## config.mk

```make
export PLATFORM = sky130hd
export DESIGN_NAME = sar4_control
export DESIGN_NICKNAME = d
export VERILOG_FILES = /design/src/rtl/sar4_control.sv
export SDC_FILE = /design/constraint.sdc
export NUM_CORES = 1
export LEC_CHECK = 0
export CORE_UTILIZATION = 30
export DETAILED_ROUTE_END_ITERATION = 7
export GPL_TIMING_DRIVEN = 0
export SLEW_MARGIN = 30
export SYNTH_ARGS = -nofsm -noshare
export SYNTH_HDL_FRONTEND = slang
export SYNTH_SLANG_ARGS = --single-unit
```

## constraint.sdc

```tcl
create_clock -name clk -period 1.4 [get_ports clk]
set_input_delay 0.28 -clock clk [delete_from_list [all_inputs] [get_ports clk]]
set_output_delay 0.28 -clock clk [all_outputs]
set_load 0.01 [all_outputs]
```

## src/rtl/sar4_control.sv

```systemverilog
// -----------------------------------------------------------------------------
// sar4_control
//
// Successive-approximation ADC sequencer. A rising edge on `start` while idle
// closes the track/hold switch for SAMPLE_CYCLES cycles. The capacitive DAC
// then walks from the MSB down to the LSB. Each trial bit is set, allowed to
// settle for SETTLE_CYCLES cycles, and then kept or cleared according to the
// comparator at the closing edge of a one-cycle decision slot. When the LSB
// has been decided, the final code is latched into `result` and `done` pulses
// for a single cycle.
//
// Conversion latency, counted from the edge that accepts `start` to the edge
// that enters the done cycle, is:
//     SAMPLE_CYCLES + N_BITS * (SETTLE_CYCLES + 1)
//
// Ports
//   clk     in   1       clock; all state changes on its rising edge
//   rst_n   in   1       asynchronous active-low reset
//   start   in   1       conversion request; only a 0->1 transition seen
//                        while idle starts a conversion
//   comp    in   1       comparator: 1 = Vin >= Vdac (keep trial bit)
//   sample  out  1       track/hold switch; 1 = track
//   dac     out  N_BITS  DAC code currently under trial
//   busy    out  1       high from the sample phase through the done cycle
//   done    out  1       one-cycle end-of-conversion pulse
//   result  out  N_BITS  last completed code; held until the next done
// -----------------------------------------------------------------------------
module sar4_control #(
    parameter int N_BITS        = 4,  // 2..8
    parameter int SAMPLE_CYCLES = 2,  // 1..15
    parameter int SETTLE_CYCLES = 1   // 1..15
) (
    input  logic              clk,
    input  logic              rst_n,
    input  logic              start,
    input  logic              comp,
    output logic              sample,
    output logic [N_BITS-1:0] dac,
    output logic              busy,
    output logic              done,
    output logic [N_BITS-1:0] result
);

    localparam int IDX_W = $clog2(N_BITS);
    localparam int CNT_W = 4;

    localparam logic [IDX_W-1:0]  IDX_MSB     = IDX_W'(N_BITS - 1);
    localparam logic [CNT_W-1:0]  SAMPLE_LAST = CNT_W'(SAMPLE_CYCLES - 1);
    localparam logic [CNT_W-1:0]  SETTLE_LAST = CNT_W'(SETTLE_CYCLES - 1);
    localparam logic [N_BITS-1:0] LSB_ONE     = N_BITS'(1);
    localparam logic [N_BITS-1:0] MSB_ONE     = LSB_ONE << (N_BITS - 1);

    typedef enum logic [2:0] {
        S_IDLE,
        S_SAMPLE,
        S_SETTLE,
        S_DECIDE,
        S_DONE
    } state_t;

    state_t              state_q,  state_d;
    logic [CNT_W-1:0]    cnt_q,    cnt_d;
    logic [IDX_W-1:0]    idx_q,    idx_d;
    logic                sample_q, sample_d;
    logic                busy_q,   busy_d;
    logic                done_q,   done_d;
    logic [N_BITS-1:0]   dac_q,    dac_d;
    logic [N_BITS-1:0]   result_q, result_d;

    // Previous-cycle copy of start, used for 0->1 edge detection.
    logic                start_prev_q;
    logic                start_rise;

    // One-hot mask selecting the bit currently under trial.
    logic [N_BITS-1:0]   trial_mask;

    assign start_rise = start & ~start_prev_q;
    assign trial_mask = LSB_ONE << idx_q;

    // -------------------------------------------------------------------------
    // State and output registers
    // -------------------------------------------------------------------------
    always_ff @(posedge clk or negedge rst_n) begin
        if (!rst_n) begin
            state_q      <= S_IDLE;
            cnt_q        <= '0;
            idx_q        <= IDX_MSB;
            sample_q     <= 1'b0;
            busy_q       <= 1'b0;
            done_q       <= 1'b0;
            dac_q        <= '0;
            result_q     <= '0;
            start_prev_q <= 1'b0;
        end else begin
            state_q      <= state_d;
            cnt_q        <= cnt_d;
            idx_q        <= idx_d;
            sample_q     <= sample_d;
            busy_q       <= busy_d;
            done_q       <= done_d;
            dac_q        <= dac_d;
            result_q     <= result_d;
            start_prev_q <= start;
        end
    end

    // -------------------------------------------------------------------------
    // Next-state and next-output logic
    // -------------------------------------------------------------------------
    logic [N_BITS-1:0] kept;

    always_comb begin
        state_d  = state_q;
        cnt_d    = cnt_q;
        idx_d    = idx_q;
        sample_d = sample_q;
        busy_d   = busy_q;
        done_d   = 1'b0;
        dac_d    = dac_q;
        result_d = result_q;
        // The trial bit survives only if the input is at least the DAC level.
        // Bits above the trial bit are never touched, so decided bits stay put.
        kept     = comp ? dac_q : (dac_q & ~trial_mask);

        unique case (state_q)
            S_IDLE: begin
                sample_d = 1'b0;
                busy_d   = 1'b0;
                dac_d    = '0;
                if (start_rise) begin
                    state_d  = S_SAMPLE;
                    sample_d = 1'b1;
                    busy_d   = 1'b1;
                    cnt_d    = '0;
                    idx_d    = IDX_MSB;
                end
            end

            S_SAMPLE: begin
                if (cnt_q == SAMPLE_LAST) begin
                    // Open the switch and present the MSB trial in the same edge.
                    state_d  = S_SETTLE;
                    sample_d = 1'b0;
                    dac_d    = MSB_ONE;
                    idx_d    = IDX_MSB;
                    cnt_d    = '0;
                end else begin
                    cnt_d = cnt_q + CNT_W'(1);
                end
            end

            S_SETTLE: begin
                if (cnt_q == SETTLE_LAST) begin
                    state_d = S_DECIDE;
                    cnt_d   = '0;
                end else begin
                    cnt_d = cnt_q + CNT_W'(1);
                end
            end

            S_DECIDE: begin
                if (idx_q == '0) begin
                    state_d  = S_DONE;
                    dac_d    = kept;
                    result_d = kept;
                    done_d   = 1'b1;
                end else begin
                    // Resolve this bit and raise the next lower trial bit at once,
                    // so each bit costs exactly SETTLE_CYCLES + 1 edges.
                    state_d = S_SETTLE;
                    dac_d   = kept | (trial_mask >> 1);
                    idx_d   = idx_q - IDX_W'(1);
                    cnt_d   = '0;
                end
            end

            S_DONE: begin
                state_d  = S_IDLE;
                busy_d   = 1'b0;
                sample_d = 1'b0;
                dac_d    = '0;
                idx_d    = IDX_MSB;
            end

            default: begin
                state_d  = S_IDLE;
                sample_d = 1'b0;
                busy_d   = 1'b0;
                dac_d    = '0;
                cnt_d    = '0;
                idx_d    = IDX_MSB;
            end
        endcase
    end

    assign sample = sample_q;
    assign busy   = busy_q;
    assign done   = done_q;
    assign dac    = dac_q;
    assign result = result_q;

endmodule
```

Word level (Yosys, flattened, before mapping)

Cells that the tools add are included.

Flip-flop bits (word level): 21
Logic and storage cells: 64
Input bits: 4
Output and inout port bits: 11

Eq/ne operators: 9
Bitwise logic cells: 8
$add $sub $neg: 2
Reductions and logical operators: 11
Multiplexer cells: 24
Shift-type cells: 1

Operator list:

| operator              | number |
|---|---|
| $mux W4               | 7 |
| $pmux W4 S5           | 1 |
| $mux W3               | 4 |
| $pmux W3 S4           | 1 |
| $pmux W4 S3           | 1 |
| $ne A2 B2 Y1 const B  | 4 |
| $pmux W2 S4           | 1 |
| $eq A3 B2 Y1 const B  | 2 |
| $mux W2               | 3 |
| $reduce_and A2 Y1     | 3 |
| $reduce_and A3 Y1     | 2 |
| $add A4 B1 Y4 const B | 1 |
| $and A4 B4 Y4         | 1 |
| $eq A4 B1 Y1 const B  | 1 |
| $logic_not A4 Y1      | 1 |
| $mux W1               | 4 |
| $not A1 Y1            | 4 |
| $not A4 Y4            | 1 |
| $or A4 B3 Y4          | 1 |
| $reduce_and A4 Y1     | 1 |
| $shl A1 B2 Y4 const A | 1 |
| $eq A3 B1 Y1 const B  | 1 |
| $eq A3 B3 Y1 const B  | 1 |
| $logic_not A3 Y1      | 1 |
| 7 further kinds       | 7 |

Depth between registers and ports, before layout

Gate-level depths: netlist (run 1).

Depth after elaboration: 7
Depth in mapped cells: 7
Mapped depth without buffers: 6

Least setup slack after synthesis (run 1)

Ideal clock, no wire load.

Kind: register to register
Start: register cnt_q[1]
End: register cnt_q[0]
Path buffers: 0
Required time: 1.275 ns
Library setup time: 0.125 ns
Setup slack: -0.114 ns
Stages on the path, launching flop included: 7
Arrival time: 1.389 ns
Clock period less this slack: 1.514 ns
Path through: dfrtp_1 -> inv_1 -> ha_1 -> or3b_4 -> nand2_4 -> o21ai_2 -> mux2_2

Cells in the longest elaborated chain, start to end: 3
Elaborated cells on any way between the ends: 5
Classes of those cells: eq/ne (1); mux (3); reduce/logical (1)

RTL lines:

| element                                          | RTL line | text |
|---|---|---|
| start, declared                                  | 62       | `logic [CNT_W-1:0] cnt_q, cnt_d;` |
| start signal, assigned                           | 96       | `cnt_q <= cnt_d;` |
| $eq A4 B1 Y1 or $logic_not A4 Y1 (tied branches) | 140, 153 |  |
| $mux W4, on equally long branches                | 140, 153 |  |
| $pmux W4 S5 (*)                                  | 125      | `unique case (state_q)` |

Every way passes the cells marked *; elsewhere a longest branch is shown, timed or not.
A chain may end at the register's enable or synchronous reset.

Worst setup path in the final report (run 1)

Ends and elaborated chain as after synthesis.

==> summary.md, run 1 <==
| Metric | Value |
|---|---|
| CP max stage cell | `dfrtp_1` |
| Post-Synthesis Cells | `between 100 and 150` |
| Crit share post-route | `110%` |
| Yosys cell types | `36` |
| Worst EP arrival | `1.68 ns` |
| Syn nets | `between 100 and 150` |
| Overall Power | `3.08 mW` |
| Max Slew Vio Count | `0` |
| CP max stage delay | `0.39 ns` |
| Initial antenna violation count | `0` |
| RSZ-0062 raised after global routing | `true` |
| R2r setup slk | `-0.14 ns` |
| Power per cell area | `2050 mW/mm²` |
| Port Buffers | `14` |
| Vias in the first global route | `951` |
| Final hold viol count | `19` |
| Final cell count without fillers | `188` |
| Setup Skew | `between 0.005 and 0.006 ns` |
| Clock sinks | `21` |
| Largest family of logic cells by synthesized area | `compound AO/OA/AOI/OAI gates` |
| WS Path Type | `register to register` |
| Area added between synthesis and finish | `35.9%` |
| Top_reg_cell synth | `dfrtp_1` |
| Worst skew pair latency | `about 0.26 ns` |
| Post-synthesis adder-cell area fraction | `approximately 7.9%` |
| H-tree depth | `1` |
| Max-cap violation count | `0` |
| CP Data Required Time | `1.54 ns` |
| CTS max path bufs | `2` |
| ANT nets after route | `0` |
| Final design utilization | `about 44%` |
| Largest net degree at the start of global routing | `22` |
| Root Buffer Master | `clkbuf_8` |
| Grt total ovfl | `0` |
| DRC | `0` |
| # diodes | `0` |
| Syn avg cell area | `between 9 and 10 µm²` |
| Dpl hpwl | `1660 µm` |
| Hold crit path type | `input pin to asynchronous set/reset pin` |
| Fin nets | `154` |
| Dpl cells | `172` |
| Number of synthesized register bits | `21` |
| Synth Area in Compound Gates | `20.4%` |
| # rows | `21` |
| Fill count | `349` |
| Worst-path clk slew | `0.08 ns` |
| Setup TNS | `-0.907 ns` |
| Final setup fails | `10` |
| CP Cell Sequence | `inv_2 -> ha_4 -> or3b_4 -> nand2_4 -> o21ai_4 -> mux2_4` |
| Crit path max fanout | `5` |
| WL final | `between 2000 and 2500 µm` |
| Chip width | `62.7 µm` |
| Initial DRC count | `37` |
| Worst vdd ir | `962 µV` |
| Tmin final | `around 1.5 ns` |
| Post-Synth XOR/XNOR Area | `2.38%` |
| Max transition margin | `68.4%` |
| Gp weighted congestion | `0.761` |
| Outcome | `finished with violations` |
| Post-synth top cells | `19 x dfrtp_1, 13 x inv_1, 12 x nand2_1, 12 x o21ai_0, 7 x ha_1` |
| Via count | `931` |
| Violated checks | `negative hold slack, negative setup slack` |
| Async set-reset flop share out of synthesis | `100%` |
| Buffer and inverter count on the worst path | `1` |
| Ys Warns | `0` |
| CP Capture Type | `register` |
| Pleak | `~0.72 nW` |
| Post-route setup slack | `-0.136 ns` |
| Main area contributors after synthesis | `dfrtp_1 43%, ha_1 7.9%, o21ai_0 5.4%` |
| FF-to-FF End | `cnt_q[0]$_DFFE_PN0P_` |
| Cell Area, Synth | `about 0.0011 mm²` |
| Total Routing Usage GR | `13.8%` |
| Crit Reg-Reg Startpoint | `cnt_q[1]$_DFFE_PN0P_` |
| Startpoint Class | `register` |
| Via/cell ratio | `4.95` |
| Initial Util | `between 30 and 40%` |
| CTS tree | `built` |
| EDFF count, synth | `0` |
| Synth Area in Simple Gates | `between 10 and 15%` |
| Die extent in y | `62.7 µm` |
| DIE AREA | `roughly 0.0039 mm²` |
| Share of layout cells above drive strength 1 | `between 20% and 30%` |
| Count leader, synth | `dfrtp_1` |
| Num CTS Buffers | `3` |
| Yosys top cell by area | `dfrtp_1` |
| Top cell type's share of synthesized area | `a little over two fifths` |
| Core Area | `0.00344 mm²` |
| I/O pins | `15` |
| Fmax | `651 MHz` |
| Worst-case reg-to-reg path depth | `6` |
| Actual slew at the worst max-slew pin | `0.474 ns` |
| Sequential share of the synthesized area | `between 40% and 50%` |
| DR pass1 iterations | `4` |
| First-pass GRT wire length | `4350 µm` |
| Top delay family on crit path | `simple AND/OR/NAND/NOR gates` |
| WL/cell | `roughly 13 µm` |
| Mux share of post-synthesis cell area | `1.02%` |
| Hold Worst Slack | `-0.0350 ns` |
==> state kept, by name, indices dropped and copies added (netlist names) <==
name	count
start_prev_q	1
state_q	3
done	1
sample	1
dac	4
result	4
idx_q	2
busy	1
cnt_q	4
==> how the worst max path moves through the flow <==
stage	startpoint	end	cells after the start
floorplan	cnt_q[1]$_DFFE_PN0P_	cnt_q[0]$_DFFE_PN0P_	6
CTS	cnt_q[1]$_DFFE_PN0P_	cnt_q[0]$_DFFE_PN0P_	6
global placement	cnt_q[1]$_DFFE_PN0P_	cnt_q[0]$_DFFE_PN0P_	6
finish	cnt_q[1]$_DFFE_PN0P_	cnt_q[0]$_DFFE_PN0P_	6
global route	cnt_q[1]$_DFFE_PN0P_	cnt_q[0]$_DFFE_PN0P_	6
detailed placement	cnt_q[1]$_DFFE_PN0P_	cnt_q[0]$_DFFE_PN0P_	6
==> cell type report <==
| type | count | area, µm² | area share, % |
|---|---|---|---|
| sequential | 21 | 528 | 35.2 |
| tap | 46 | 57.6 | 3.83 |
| timing repair buffer | 26 | 219 | 14.6 |
| clock buffer | 3 | 41.3 | 2.75 |
| buffer | 4 | 31.3 | 2.08 |
| inverter | 13 | 51.3 | 3.42 |
| multi-input combinational | 74 | 568 | 37.8 |
| clock inverter | 1 | 5.00 | 0.333 |
==> repair_timing <==
item | CTS | global route
setup endpoints to repair | 26 | 16
pin swaps | 4 | 11
setup buffers | 8 | 4
hold buffers | 0 | 0
resized for setup | 20 | 14
==> stage by stage <==
step | setup WS, ns | instance area [µm²]
finish | -0.136 | 1500
floorplan | -0.114 | 1110
global route | -0.177 | 1500
detailed placement | -0.236 | 1310
global placement | -0.213 | 1310
CTS | -0.152 | 1440
==> logic make-up (layout without fill, tap and decap cells) <==
group	count (synthesis)	in the layout
AO/OA/AOI/OAI	33	33
XOR/XNOR	3	3
adder cells (fa/ha/maj)	7	7
buffers and inverters	17	47
flip-flops	21	21
multiplexers	1	1
AND/OR/NAND/NOR	30	30
==> cells in the final DEF (no fill, tap or decap), types with 4 or more instances in the layout <==
master,netlist,routed
dlygate4sd2_1,0,11
nand2_1,12,10
inv_1,13,9
ha_1,7,4
o21ai_0,12,10
nor2_1,6,6
dfrtp_1,19,19
buf_4,2,12
a21oi_1,4,4
==> power breakdown <==
part	internal, mW	switching, mW	total, mW
sequential	0.839	0.169	1.01
combinational	0.823	0.847	1.67
clock	0.198	0.199	0.397
==> routing by layer <==
| layer | global-route usage [%] | vias to the layer above | wire length, µm |
|---|---|---|---|
| met5 | 0 | - | 0 |
| met4 | 2.33 | 0 | 8 |
| met3 | 3.83 | 2 | 117 |
| met2 | 23.2 | 32 | 1250 |
| met1 | 17.8 | 451 | 1110 |
| li1 | - | 446 | - |
Power figures use the tool's default switching activity.
==> run 2: changes to the inputs <==
--- a/config.mk
+++ b/config.mk
@@ -5,9 +5,10 @@
 export SDC_FILE = /design/constraint.sdc
 export NUM_CORES = 1
 export LEC_CHECK = 0
+export ABC_AREA = 0
+export CORE_MARGIN = 8
 export CORE_UTILIZATION = 30
 export DETAILED_ROUTE_END_ITERATION = 7
-export GPL_TIMING_DRIVEN = 0
 export SLEW_MARGIN = 30
 export SYNTH_ARGS = -nofsm -noshare
 export SYNTH_HDL_FRONTEND = slang
==> run 2 against run 1 <==
Net effect: the run ends with negative setup slack left; clock power is 1% higher; non-clock buffer count up 10; count of clock-buffer cells in the layout increased by 1; wire length increased by 13%; die area is 50% higher; maximum frequency decreased by 0.89%; via count is 4.9% higher; critical endpoint unchanged; highest routed layer unchanged.
==> summary.md, run 2 (synthesis gave the netlist of run 1 again) <==
| Metric | Value |
|---|---|
| Initial DRC count | `about 100` |
| Vias in the first global route | `1,090` |
| First-pass GRT wire length | `4950 µm` |
| Die extent in y | `~77 µm` |
| Crit path max fanout | `5` |
| Max-cap violation count | `0` |
| Violated checks | `negative setup slack` |
| Area of the multi-input gates | `557 µm²` |
| WL/cell | `14.1 µm` |
| Via/cell ratio | `approximately 4.9` |
| DIE AREA | `0.00588 mm²` |
| DRC | `0` |
| Outcome | `finished with violations` |
| Hold_buf cts | `0` |
| Most frequent cells in the layout | `23 x buf_4, 19 x dfrtp_1, 11 x dlygate4sd2_1` |
| Num CTS Buffers | `3` |
| Max Slew Vio Count | `0` |
| Dpl hpwl | `2000 µm` |
| Port Buffers | `14` |
| Hold crit path type | `input pin to asynchronous set/reset pin` |
| Share of layout cells above drive strength 1 | `approximately a third` |
| Pleak | `0.761 nW` |
| Final hold viol count | `0` |
| Commonest non-fill, non-tap cell in the layout | `buf_4` |
| Met2 Routed Length | `1380 µm` |
| Chip width | `roughly 77 µm` |
| Clock sinks | `21` |
| Gp weighted congestion | `0.772` |
| Fill count | `342` |
| Dpl cells | `191` |
| Grt total ovfl | `0` |
| Setup Skew | `0.00269 ns` |
| Worst-path clk slew | `0.08 ns` |
| ANT nets after route | `0` |
| Area added between synthesis and finish | `42.2%` |
| Final cell count without fillers | `200` |
| Fmax | `645 MHz` |
| Routed met1 length | `1220 µm` |
| Met3 wire length | `approximately 150 µm` |
| DR pass1 iterations | `4` |
| CTS tree | `built` |
| Worst vdd ir | `939 µV` |
| Largest net degree at the start of global routing | `22` |
| Actual slew at the worst max-slew pin | `0.279 ns` |
| Initial Util | `30.6%` |
| H-tree depth | `1` |
| # diodes | `0` |
| Tmin final | `1.55 ns` |
| CTS max path bufs | `2` |
| CP Capture Type | `register` |
| CP Data Required Time | `1.55 ns` |
| I/O pins | `15` |
| Register area | `528 µm²` |
| Max transition margin | `roughly four fifths` |
| Worst skew pair latency | `0.26 ns` |
| # rows | `22` |
| Core Area | `approximately 0.0036 mm²` |
| WS Path Type | `register to register` |
| Final setup fails | `11` |
| Total Routing Usage GR | `10.0%` |
| Initial antenna violation count | `0` |
| Startpoint Class | `register` |
| Fin nets | `164` |
| DR top layer | `met4` |
| Root Buffer Master | `clkbuf_8` |
| Crit share post-route | `111%` |
| RSZ-0062 raised after global routing | `true` |
| Worst EP arrival | `1.70 ns` |
| Overall Power | `~3.2 mW` |
| WL final | `roughly 2800 µm` |
| Hold Worst Slack | `0.369 ns` |
| Via count | `977` |
| Post-route setup slack | `-0.150 ns` |
| Power per cell area | `2010 mW/mm²` |
## run 2: what timing repair did
action                                  in CTS  in global routing
gates resized for setup                     20                 10
setup buffers                                6                  1
endpoints found under the setup margin      26                 18
pin swaps                                    5                  5
## run 2: where the power goes
| group | leakage [nW] | switching [mW] | internal, mW |
|---|---|---|---|
| Combinational | 0.474 | 0.875 | 0.884 |
| Clock | 0.0228 | 0.199 | 0.203 |
| Sequential | 0.265 | 0.156 | 0.839 |
| Total | 0.761 | 1.23 | 1.93 |
## run 2: final cells by class
| cell class | instances | area share [%] |
|---|---|---|
| inverters | 13 | 3.11 |
| flip-flops and latches | 21 | 33.6 |
| clock buffers | 4 | 2.87 |
| repair buffers | 40 | 21.2 |
| multi-input cells | 74 | 35.4 |
| well taps | 48 | 3.82 |
## run 2: worst paths after layout
check                                            from                    end  slack (ns)  cells past startpoint
min in group clk                result[3]$_DFFE_PN0P_  result[3]$_DFFE_PN0P_        0.47                      2
worst max register to register   cnt_q[1]$_DFFE_PN0P_   cnt_q[0]$_DFFE_PN0P_       -0.15                      6
max in group asynchronous                       rst_n   idx_q[1]$_DFFE_PN1P_        0.75                      2
worst max-delay path             cnt_q[1]$_DFFE_PN0P_   cnt_q[0]$_DFFE_PN0P_       -0.15                      6
worst min register to register  result[3]$_DFFE_PN0P_  result[3]$_DFFE_PN0P_        0.47                      2
worst min-delay path                            rst_n  result[0]$_DFFE_PN0P_        0.37                      2
## run 2: metal layers
layer | up-vias | track usage, %
met1 | 478 | 10.7
met4 | 0 | 4.81
met2 | 27 | 17.5
li1 | 468 | -
met5 | - | 0
met3 | 4 | 3.03
## run 2: worst max-delay path, cell delays in order, from the launching register on
cell and delay (ns):
dfrtp_1 0.39, inv_2 0.08, ha_4 0.12, or3b_4 0.40, nand2_4 0.12, o21ai_4 0.07, mux2_2 0.26
## run 2: through the flow
step	util [%]	setup WS [ns]	cell area (µm²)	setup TNS [ns]
2_1_floorplan	-	-0.114	1110	-0.398
3_3_place_gp	39.9	-0.110	1440	-0.635
3_5_place_dp	39.9	-0.182	1440	-1.31
4_1_cts	42.7	-0.187	1540	-1.28
5_1_grt	43.6	-0.195	1570	-1.70
6_report	43.6	-0.150	1570	-0.845
